<file path="config.mk">
export PLATFORM = sky130hd
export DESIGN_NAME = alu_sequencer
export DESIGN_NICKNAME = d
export VERILOG_FILES = /design/src/rtl/alu_pkg.sv /design/src/rtl/rr_arbiter2.sv /design/src/rtl/alu_sequencer.sv
export SDC_FILE = /design/constraint.sdc
export NUM_CORES = 1
export LEC_CHECK = 0
export BUFFER_PORTS_ARGS = -buffer_cell sky130_fd_sc_hd__buf_2
export CAP_MARGIN = 25
export CORE_ASPECT_RATIO = 0.75
export CORE_MARGIN = 4
export CORE_UTILIZATION = 48
export DETAILED_ROUTE_END_ITERATION = 12
export PLACE_DENSITY = 0.95
export SLEW_MARGIN = 10
export SYNTH_ARGS = -nofsm -noshare
export SYNTH_HDL_FRONTEND = slang
export SYNTH_SLANG_ARGS = --single-unit
</file>
<file path="constraint.sdc">
create_clock -name clk -period 3.8 [get_ports clk]
set_input_delay 0.57 -clock clk [delete_from_list [all_inputs] [get_ports clk]]
set_output_delay 0.57 -clock clk [all_outputs]
set_load 0.05 [all_outputs]
</file>
<file path="src/rtl/alu_pkg.sv">
// Shared definitions for the ALU front-end: datapath width, opcodes and sequencer states.
package alu_pkg;

  localparam int unsigned W = 16;

  localparam logic [2:0] OP_NOP    = 3'b000;
  localparam logic [2:0] OP_ASSIGN = 3'b001;
  localparam logic [2:0] OP_ADD    = 3'b010;
  localparam logic [2:0] OP_SUB    = 3'b011;
  localparam logic [2:0] OP_MUL    = 3'b100;
  localparam logic [2:0] OP_DIV    = 3'b101;
  localparam logic [2:0] OP_SHL    = 3'b110;

  typedef enum logic [1:0] {
    IDLE,
    EXEC,
    RESP
  } seq_state_t;

endpackage

</file>
<file path="src/rtl/rr_arbiter2.sv">
// Two-way round-robin grant: a lone requester always wins, a tie goes to the one
// that did not win last time.
module rr_arbiter2 (
  input  logic [1:0] valid,
  input  logic       last_grant,
  output logic       grant_id,
  output logic       grant_valid
);

  always_comb begin
    grant_valid = |valid;
    grant_id    = (&valid) ? ~last_grant : valid[1];
  end

endmodule

</file>
<file path="src/rtl/alu_sequencer.sv">
// Arbitrates two requesters onto the shared ALU, holds DIV for DIV_CYCLES cycles and
// returns the captured result on a registered, ID-tagged response bus.
module alu_sequencer
  import alu_pkg::*;
#(
  parameter int unsigned DIV_CYCLES = 4
) (
  input  logic         clk,
  input  logic         reset,
  input  logic         req0_valid,
  input  logic         req1_valid,
  output logic         req0_ready,
  output logic         req1_ready,
  input  logic [2:0]   req0_op,
  input  logic [2:0]   req1_op,
  input  logic [W-1:0] req0_a,
  input  logic [W-1:0] req0_b,
  input  logic [W-1:0] req1_a,
  input  logic [W-1:0] req1_b,
  output logic [W-1:0] alu_a,
  output logic [W-1:0] alu_b,
  output logic [2:0]   alu_op,
  input  logic [W-1:0] alu_out1,
  input  logic [W-1:0] alu_out2,
  input  logic         alu_zero,
  output logic         rsp_valid,
  output logic         rsp_id,
  output logic [W-1:0] rsp_out1,
  output logic [W-1:0] rsp_out2,
  output logic         rsp_zero,
  output logic         busy
);

  localparam int unsigned     CntW    = $clog2(DIV_CYCLES + 1);
  localparam logic [CntW-1:0] DivLoad = CntW'(DIV_CYCLES - 1);

  seq_state_t      state_q, state_d;
  logic            last_grant_q;
  logic            grant_id_q;
  logic [CntW-1:0] cnt_q;
  logic [2:0]      alu_op_q;
  logic [W-1:0]    alu_a_q, alu_b_q;
  logic            rsp_valid_q, rsp_id_q, rsp_zero_q;
  logic [W-1:0]    rsp_out1_q, rsp_out2_q;

  logic            grant_id, grant_valid, accept;
  logic [2:0]      sel_op;
  logic [W-1:0]    sel_a, sel_b;

  rr_arbiter2 u_arb (
    .valid       ({req1_valid, req0_valid}),
    .last_grant  (last_grant_q),
    .grant_id    (grant_id),
    .grant_valid (grant_valid)
  );

  assign sel_op = grant_id ? req1_op : req0_op;
  assign sel_a  = grant_id ? req1_a  : req0_a;
  assign sel_b  = grant_id ? req1_b  : req0_b;

  always_comb begin
    state_d    = state_q;
    accept     = 1'b0;
    req0_ready = 1'b0;
    req1_ready = 1'b0;
    unique case (state_q)
      IDLE: begin
        // Ready is masked during reset so no transfer is seen by a requester.
        if (grant_valid && !reset) begin
          accept     = 1'b1;
          req0_ready = ~grant_id;
          req1_ready = grant_id;
          state_d    = EXEC;
        end
      end
      EXEC: begin
        if (cnt_q == '0) state_d = RESP;
      end
      RESP:    state_d = IDLE;
      default: state_d = IDLE;
    endcase
  end

  always_ff @(posedge clk) begin
    if (reset) begin
      state_q      <= IDLE;
      last_grant_q <= 1'b1;
      grant_id_q   <= 1'b0;
      cnt_q        <= '0;
      alu_op_q     <= OP_NOP;
      alu_a_q      <= '0;
      alu_b_q      <= '0;
      rsp_valid_q  <= 1'b0;
      rsp_id_q     <= 1'b0;
      rsp_out1_q   <= '0;
      rsp_out2_q   <= '0;
      rsp_zero_q   <= 1'b0;
    end else begin
      state_q     <= state_d;
      rsp_valid_q <= 1'b0;
      if (accept) begin
        alu_op_q     <= sel_op;
        alu_a_q      <= sel_a;
        alu_b_q      <= sel_b;
        grant_id_q   <= grant_id;
        last_grant_q <= grant_id;
        cnt_q        <= (sel_op == OP_DIV) ? DivLoad : '0;
      end
      if (state_q == EXEC) begin
        if (cnt_q != '0) begin
          cnt_q <= cnt_q - CntW'(1);
        end else begin
          // Final EXEC edge: the ALU outputs have had the full path budget to settle.
          rsp_out1_q  <= alu_out1;
          rsp_out2_q  <= alu_out2;
          rsp_zero_q  <= alu_zero;
          rsp_id_q    <= grant_id_q;
          rsp_valid_q <= 1'b1;
          alu_op_q    <= OP_NOP;
        end
      end
    end
  end

  assign alu_op    = alu_op_q;
  assign alu_a     = alu_a_q;
  assign alu_b     = alu_b_q;
  assign rsp_valid = rsp_valid_q;
  assign rsp_id    = rsp_id_q;
  assign rsp_out1  = rsp_out1_q;
  assign rsp_out2  = rsp_out2_q;
  assign rsp_zero  = rsp_zero_q;
  assign busy      = (state_q != IDLE);

endmodule

</file>
==> results of run 1 <==
-- area by class of cell --
cell class | instances | area, um2 | area share, %
clock inverters | 5 | 83.8 | 1.92
well taps | 81 | 101 | 2.32
repair buffers | 186 | 948 | 21.8
inverters | 4 | 15.0 | 0.344
flip-flops and latches | 77 | 1540 | 35.4
multi-input cells | 246 | 1530 | 35.1
clock buffers | 11 | 141 | 3.24
-- cells in the mapped netlist --
cell type and instances:
a2111oi_2 3, a211oi_1 32, a21boi_2 1, a21oi_1 72, a221o_1 2, and3_1 1, buf_1 1, buf_2 11
buf_4 3, buf_6 2, clkbuf_1 15, dfxtp_1 77, ha_1 2, inv_1 3, inv_2 1, mux2_2 1
mux2i_1 35, nand2_1 71, nand2b_1 3, nand3_1 3, nand3b_1 3, nand4bb_1 1, nor2_1 5, nor2_4 1
nor2b_1 1, nor4bb_1 1, o211ai_1 1, o21ai_0 2, o221ai_1 2, or2_1 1, or2_2 1, or3_1 1
-- through the flow --
stage	hold WS [ps]	cell area, um2
2_1_floorplan	428	3220
3_3_place_gp	438	4140
3_5_place_dp	444	4140
4_1_cts	441	4360
5_1_grt	446	4360
6_report	455	4360
-- flip-flops by register name, indices dropped and copies added, names as in the netlist --
name and flops:
alu_a 16, alu_b 16, alu_op 3, cnt_q 3, grant_id_q 1, last_grant_q 1, rsp_id 1, rsp_out1 16
rsp_out2 16, rsp_valid 1, rsp_zero 1, state_q 2
-- power groups by stage --
| stage | Sequential [mW] | Combinational, mW | Clock [mW] |
|---|---|---|---|
| final | 0.947 | 0.763 | 0.676 |
| after global routing | 0.957 | 0.819 | 0.730 |
| after floorplan | 1.25 | 0.279 | 0 |
| after detailed placement | 0.964 | 0.766 | 0 |
| after CTS | 0.947 | 0.765 | 0.702 |
| after global placement | 0.960 | 0.747 | 0 |
-- worst register-to-register path: cells and delay by family, from the launching register on --
kind / cells / cell delay (ps)
buffers and inverters: 2 / 530
AOI/OAI and AO/OA: 1 / 150
and+or+nand+nor: 2 / 770
DFF: 1 / 370
-- worst paths after layout --
| kind | startpoint | to | depth (start not counted) |
|---|---|---|---|
| min | rsp_out1[14] | rsp_out1[14] | 2 |
| max reg2reg | state_q[1] | alu_b[4] | 5 |
| min reg2reg | rsp_out1[14] | rsp_out1[14] | 2 |
| max | state_q[1] | req1_ready | 5 |
-- metal layers --
metal	routed length (um)	up-vias	GRT usage [%]	share of wire (%)
met5	0	-	0	0
met1	3580	1469	25.5	39
li1	-	1602	-	-
met4	148	0	7.47	1.6
met2	4670	129	40.3	51
met3	677	18	6.23	7.5
-- cells by family after synthesis --
family,synth area share (%)
buf+inv,5.44
compound gates,22.1
flops,47.9
fa+ha+maj,0.777
simple gates,12.6
mux,11.2
==> qor.yml, run 1 <==
pwr-share-seq_pct: 39.7
portBuffers: 179
die_area_um2: 8100
clockRootBuffer: "clkbuf_8"
drt_pass1_iterations: 4
hp-class: "flop to flop"
crit_family: "simple AND/OR/NAND/NOR gates"
fmax_ghz: 0.384
die_h_um: 78.9
yosysSeqAreaShare_pct: 47.9
power.switching_uw: 884
finalWeightedCongestion: 0.808
cp-start-kind: "flop"
htree_levels: 3
synthCells: 359
relSlewSlack_pct: 46.7
grt_max_degree: 78
antenna_found_initial: 0
yosys.area.top_type: "dfxtp_1"
clk_latency_ps: 330
status: "finished, final reports clean"
clkSinkCount: 77
final_nets: 633
finClkSkew_ps: 8.56
fin_crit_sh_pct: 68.5
powerDensity_nw_per_um2: 547
p_sw_share_pct: 37.0
synth.distinct_cells: 32
timing.final.ws_setup_ps: 1200
postCtsSetupRepairBufs: 0
area_growth_pct: 35.4
drc: 0
most-common-layout-cells: "buf_2, dfxtp_1, a21oi_1"
yosysTopAreaCellShare_pct: 47.9
grt_pass1_vias: 3202
place_ws_ps: 1410
finalPower_mw: 2.39
maxCapViolCount: 0
critPathKind: "flop to primary output"
combPwrFrac_pct: 32.0
reg2reg_slack_ps: 1830
coreArea_um2: 6410
cts_tree: "built"
vias: 3218
wl_per_cell_um: 14.9
cp_max_fo: 19
rows: 25
hold_buffers: 0
path_cells: "nor2_2, inv_2, nor2_4, and3_1, buf_2"
start_util_pct: 50.2
final_util_pct: 68.0
wl_um: 9080
fp.dieW_um: 103
period_minus_slack_ps: 2600
clkSlewWorstSetupHoldPaths_ps: 80
crit_required_ps: 3230
tightest_slew_ps: 799
grt_first_pass_wirelength_um: 14800
synth-warning-count: 0
leakage_nw: 2.03
worst-path-buf-inv: 2
grt_usage_pct: 22.5
max_stage_delay_ps: 620
n_antenna_cell: 0
ys_ff_latch: 77
pin_count: 180
synth_area_per_cell_um2: 8.97
cp.arrival_ps: 2030
tns_ps: 0
fin_cells: 610
cp-end-kind: "primary output"
grt.overflow.total: 0
dp_hpwl_um: 6670
placed_cells: 594
cts_resized: 0
ant_nets: 0
synthesis.nets: 468
fillerInstances: 547
power.share.clock_pct: 28.3
drive_gt1_share_pct: 39.9
cts_made_buffers: 9
hold_violations: 0
final_common_cell: "buf_2"
ys_top_cells_by_area: "dfxtp_1, a21oi_1, mux2i_1, nand2_1, a211oi_1"
peakVddDrop_v: 0.000268
synth_area_um2: 3220
clk_path_buf_depth: 2
drt_iter0_markers: 101
rsz0062_at_grt: "false"
via_per_inst: 5.28
power.internal_mw: 1.50
slowest_stage: "nor2_2"
setup_violations: 0
drv_slew: 0
Power figures use the tool's default switching activity.
==> run 2, diff against run 1 <==
--- a/config.mk
+++ b/config.mk
@@ -9,9 +9,9 @@
 export CAP_MARGIN = 25
 export CORE_ASPECT_RATIO = 0.75
 export CORE_MARGIN = 4
-export CORE_UTILIZATION = 48
+export CORE_UTILIZATION = 44
 export DETAILED_ROUTE_END_ITERATION = 12
-export PLACE_DENSITY = 0.95
+export PLACE_DENSITY = 0.9
 export SLEW_MARGIN = 10
 export SYNTH_ARGS = -nofsm -noshare
 export SYNTH_HDL_FRONTEND = slang
==> constraint.sdc (replaced) <==
create_clock -name clk -period 2.55 [get_ports clk]
set_input_delay 0.3825 -clock clk [delete_from_list [all_inputs] [get_ports clk]]
set_output_delay 0.3825 -clock clk [all_outputs]
set_load 0.05 [all_outputs]
==> run 2 against run 1 <==
  * Clock skew is essentially flat
  * First-iteration DRC count is 31% higher
  * Sequential share of layout area is 0.18 points higher
  * Worst setup slack worse by 770 ps
  * Power increased by 39%
  * Sequential power grew 49%
  * Combinational power is 49% higher
  * Critical endpoint is now req0_ready
  * Global-route usage down 2.6 points
  * Die area rose by 8.3%
  * Final area decreased by 0.52%
  * Clock power rose by 12%
  * Critical path depth stayed put
==> qor.yml, run 2 (same netlist as run 1, synthesis figures left out) <==
tns_ps: 0  # unchanged
finalPower_mw: 3.31  # +39%
max_stage_delay_ps: 370  # -250 ps
power.share.clock_pct: 22.8  # -5.5 points
pin_count: 180  # unchanged
reg2reg_slack_ps: 860  # -970 ps
final_common_cell: "buf_2"
rows: 26  # +4.0%
pwr-share-seq_pct: 42.6  # +2.9 points
grt.overflow.total: 0  # unchanged
cp_max_fo: 22  # +3
clkSlewWorstSetupHoldPaths_ps: 70  # about the same
dp_hpwl_um: 6690  # +0.34%
power.internal_mw: 2.01  # +34%
cts_made_buffers: 9  # unchanged
clockRootBuffer: "clkbuf_8"
vias: 3218  # unchanged
crit_required_ps: 2170  # -1060 ps
maxCapViolCount: 0  # unchanged
combPwrFrac_pct: 34.6  # +2.6 points
die_h_um: 82.1  # +4.0%
fin_hold_ws_ps: 283  # -172 ps
fillerInstances: 651  # +19%
period_minus_slack_ps: 2120
post_dp_cell_area_um2: 4180  # +1.1%
wl_per_cell_um: 14.2  # -4.6%
power.switching_mw: 1.30  # +47%
cp.arrival_ps: 1740  # -290 ps
timing.final.ws_setup_ps: 429  # -767 ps
fmax_ghz: 0.471
postCtsSetupRepairBufs: 0  # unchanged
n_antenna_cell: 0  # unchanged
portBuffers: 179  # unchanged
hold_buffers: 0  # unchanged
hold_violations: 0  # unchanged
setup_violations: 0  # unchanged
grt_max_degree: 78  # unchanged
drt_pass1_iterations: 4  # unchanged
drv_slew: 0  # unchanged
wl_um: 8950  # -1.5%
final_nets: 636  # +0.47%
final_area_um2: 4340  # -0.52%
via_per_inst: 5.11  # -3.2%
grt_first_pass_wirelength_um: 14300  # -3.4%
finalWeightedCongestion: 0.769  # -4.8%
p_sw_share_pct: 39.2  # +2.1 points
ant_nets: 0  # unchanged
cts_resized: 0  # unchanged
coreArea_um2: 6960  # +8.6%
cp-end-kind: "primary output"
fp.dieW_um: 107  # +4.1%
finClkSkew_ps: 8.38  # -0.181 ps
clkSinkCount: 77  # unchanged
slowest_stage: "dfxtp_1"
grt_usage_pct: 19.9  # -2.6 points
critPathKind: "flop to primary output"
antenna_found_initial: 0  # unchanged
cp-start-kind: "flop"
leakage_nw: 2.03  # -0.43%
status: "finished, final reports clean"
relSlewSlack_pct: 46.1  # -0.64 points
seqCellArea_um2: 1540  # unchanged
die_area_um2: 8770  # +8.3%
start_util_pct: 46.3  # -4.0 points
rsz0062_at_grt: "false"
cts_tree: "built"
multi_input_area_um2: 1530  # unchanged
peakVddDrop_v: 0.000349  # +30%
drt_iter0_markers: 132  # +31%
path_cells: "nor2_2, buf_4, nand3_1, nor2_1, buf_2"
tightest_slew_ps: 809  # +9.66 ps
drc: 0  # unchanged
place_ws_ps: 763  # -650 ps
powerDensity_nw_per_um2: 762  # +39%
clk_latency_ps: 330  # about the same
clk_path_buf_depth: 2  # unchanged
drive_gt1_share_pct: 40.0  # +0.15 points
htree_levels: 3  # unchanged
hp-class: "input port to flop"
fin_crit_sh_pct: 83.2
grt_pass1_vias: 3198  # -0.12%
area_growth_pct: 34.7
most-common-layout-cells: "buf_2, dfxtp_1, a21oi_1"
-- run 2: cell count changes in the layout (fill, tap and decap cells not counted) --
cell	change
clkinv_4	-1
clkbuf_1	+1
clkinvlp_4	-1
buf_4	+3
bufinv_16	-2
clkinv_2	+4
clkbuf_8	-1
-- run 2: worst paths after layout --
check / start / to / depth (start not counted)
setup / recovery: state_q[1] / req0_ready / 5
hold / removal: alu_out2[3] / rsp_out2[3] / 3
setup reg to reg: cnt_q[0] / rsp_out2[13] / 6
hold reg to reg: rsp_out2[3] / rsp_out2[3] / 2
-- run 2: metal layers --
layer | share of wire (%) | GRT usage, % | up-vias
li1 | - | - | 1612
met1 | 42 | 22.9 | 1481
met2 | 50 | 37.2 | 119
met3 | 7.7 | 5.52 | 6
met4 | 0.72 | 4.85 | 0
met5 | 0 | 0 | -
-- run 2: layout make-up --
| class | instances | share of cell area [%] |
|---|---|---|
| clock buffer | 11 | 3.03 |
| clock inverter | 5 | 0.635 |
| inverter | 4 | 0.346 |
| multi-input combinational | 246 | 35.2 |
| sequential | 77 | 35.5 |
| tap | 98 | 2.83 |
| timing repair buffer | 189 | 22.4 |
-- run 2: per-stage QoR --
| step | std cells | util, % |
|---|---|---|
| finish | 630 | 62.3 |
| global route | 630 | 62.3 |
| CTS | 630 | 62.3 |
| detailed placement | 614 | 60.0 |
| global placement | 614 | 60.0 |
| floorplan | 359 | - |
-- run 2: worst max-delay path: cells and delay by family (launching register included) --
| family | cells | cell delay, ps |
|---|---|---|
| AND/OR/NAND/NOR | 3 | 500 |
| buffers and inverters | 2 | 550 |
| flip-flops | 1 | 370 |
-- run 2: power groups by stage --
| stage | registers (mW) | clock network [mW] | logic [mW] |
|---|---|---|---|
| floorplan | 1.86 | 0 | 0.416 |
| global placement | 1.43 | 0 | 1.12 |
| detailed placement | 1.44 | 0 | 1.15 |
| CTS | 1.41 | 0.787 | 1.15 |
| global route | 1.43 | 0.837 | 1.22 |
| finish | 1.41 | 0.754 | 1.14 |
==> run 3, diff against run 2 <==
--- a/config.mk
+++ b/config.mk
@@ -9,9 +9,9 @@
 export CAP_MARGIN = 25
 export CORE_ASPECT_RATIO = 0.75
 export CORE_MARGIN = 4
-export CORE_UTILIZATION = 44
+export CORE_UTILIZATION = 40
 export DETAILED_ROUTE_END_ITERATION = 12
-export PLACE_DENSITY = 0.9
+export PLACE_DENSITY = 0.86
 export SLEW_MARGIN = 10
 export SYNTH_ARGS = -nofsm -noshare
 export SYNTH_HDL_FRONTEND = slang
==> constraint.sdc (replaced) <==
create_clock -name clk -period 1.9 [get_ports clk]
set_input_delay 0.285 -clock clk [delete_from_list [all_inputs] [get_ports clk]]
set_output_delay 0.285 -clock clk [all_outputs]
set_load 0.05 [all_outputs]
==> run 3 against run 2 <==
  * Core utilization shrank 5.9 points
  * Clock power grew 68%
  * Sequential power grew 35%
  * Sequential share of layout area shrank 0.71 points
  * Non-clock buffer count is the same
  * Final area grew 2.0%
  * Worst hold slack lost 120 ps
  * Critical endpoint is now req1_ready
  * Largest cell class unchanged
==> qor.yml, run 3 (same netlist as run 1, synthesis figures left out) <==
status: "finished, final reports clean"
relSlewSlack_pct: 70.0  # +24 points
slowest_stage: "dfxtp_1"
drc: 0  # unchanged
antenna_found_initial: 0  # unchanged
critPathKind: "flop to primary output"
wl_per_cell_um: 14.3  # +0.74%
max_stage_delay_ps: 390  # +20 ps
tns_ps: 0  # unchanged
cts_made_buffers: 9  # unchanged
wl_met1_um: 3630  # -2.4%
rsz0062_at_grt: "false"
die_h_um: 85.7  # +4.4%
ant_nets: 0  # unchanged
clockRootBuffer: "clkbuf_8"
dp_hpwl_um: 6870  # +2.6%
maxCapViolCount: 0  # unchanged
grt.overflow.total: 0  # unchanged
wl_um: 9110  # +1.9%
clkSlewWorstSetupHoldPaths_ps: 90  # +20 ps
area_growth_pct: 37.5
cp_max_fo: 5  # -77%
hp-class: "input port to flop"
fin_hold_ws_ps: 167  # -116 ps
crit_required_ps: 1620  # -550 ps
peakVddDrop_v: 0.000404  # +16%
clk_path_buf_depth: 2  # unchanged
htree_levels: 3  # unchanged
powerDensity_nw_per_um2: 1070  # +40%
clkSinkCount: 77  # unchanged
final_common_cell: "buf_2"
clk_latency_ps: 340  # about the same
fp.dieW_um: 112  # +4.5%
fin_crit_sh_pct: 93.4
setup_violations: 0  # unchanged
portBuffers: 179  # unchanged
seqCellArea_um2: 1540  # unchanged
hold_buffers: 0  # unchanged
multi_input_area_um2: 1530  # +0.33%
hold_violations: 0  # unchanged
path_common_cell: "nor2_4"
path_cells: "nor2_4, inv_2, nor2_4, and3_1, clkbuf_4"
die_area_um2: 9570  # +9.1%
grt_max_degree: 44  # -44%
fillerInstances: 731  # +12%
cts_tree: "built"
finalWeightedCongestion: 0.773  # +0.47%
cp-end-kind: "primary output"
drive_gt1_share_pct: 40.4  # +0.38 points
drt_pass1_iterations: 4  # unchanged
grt_pass1_vias: 3267  # +2.2%
tightest_slew_ps: 450  # -359 ps
drt_iter0_markers: 148  # +12%
grt_usage_pct: 18.9  # -1.1 points
grt_first_pass_wirelength_um: 15000  # +5.3%
drv_slew: 0  # unchanged
most-common-layout-cells: "buf_2, dfxtp_1, a21oi_1"
rows: 28  # +7.7%
finClkSkew_ps: 8.01  # -0.371 ps
n_antenna_cell: 0  # unchanged
period_minus_slack_ps: 1770
finalPower_mw: 4.72  # +43%
route.met2.wl_um: 4640  # +3.6%
coreArea_um2: 7850  # +13%
final_nets: 636  # unchanged
leakage_nw: 2.05  # +1.4%
start_util_pct: 41.0  # -5.2 points
cp.arrival_ps: 1490  # -250 ps
via_per_inst: 5.14  # +0.53%
fmax_ghz: 0.564
pin_count: 180  # unchanged
cp-start-kind: "flop"
vias: 3271  # +1.6%
top_layer: "met4"
wl_met3_um: 748  # +8.9%
## run 3: changes by cell type in the layout (fill, tap and decap cells not counted), moves of 2 or more
cell      previous run  this run
buf_12               0         2
buf_4               10         8
clkbuf_1             2         0
clkinv_2             4         1
inv_6                0         2
## run 3: report_power, final
group	internal (mW)	switching, mW
Combinational	0.451	1.10
Sequential	1.80	0.0999
Clock	0.652	0.622
## run 3: routing by layer
| layer | global-route usage [%] | vias up |
|---|---|---|
| li1 | - | 1604 |
| met5 | 0 | - |
| met2 | 33.6 | 139 |
| met3 | 6.84 | 10 |
| met1 | 21.4 | 1518 |
| met4 | 5.52 | 0 |
## run 3: area by class of cell
class | count | share of cell area, %
multi-input combinational | 246 | 34.7
sequential | 77 | 34.8
timing repair buffer | 189 | 22.6
clock buffer | 10 | 3.11
inverter | 4 | 0.339
tap | 105 | 2.97
clock inverter | 6 | 1.55
## run 3: repair_timing
action,CTS,global route
setup endpoints to repair,0,1
endpoints found under the hold margin,0,0
setup buffers,0,0
resized for setup,0,1
## run 3: final timing paths
| path | from | to | slack (ps) | cells past startpoint |
|---|---|---|---|---|
| worst min-delay path | alu_out1[7] | rsp_out1[7] | 170 | 3 |
| worst min register to register | rsp_zero | rsp_zero | 450 | 2 |
| worst max register to register | cnt_q[0] | rsp_out2[3] | 330 | 6 |
| worst max-delay path | state_q[1] | req1_ready | 130 | 5 |
## run 3: worst max-delay path: cells and delay by family (launching register included)
kind          cells  cell delay (ps)
buf+inv           2              310
simple gates      3              440
flops             1              390
## run 3: metrics by stage
step / std cells / utilization [%] / setup slack, ps / area [um2]
CTS: 637 / 56.4 / 73.2 / 4420
finish: 637 / 56.4 / 126 / 4430
global placement: 621 / 53.7 / 398 / 4220
floorplan: 359 / - / 71.9 / 3220
detailed placement: 621 / 53.7 / 323 / 4220
global route: 637 / 56.4 / 11.7 / 4430
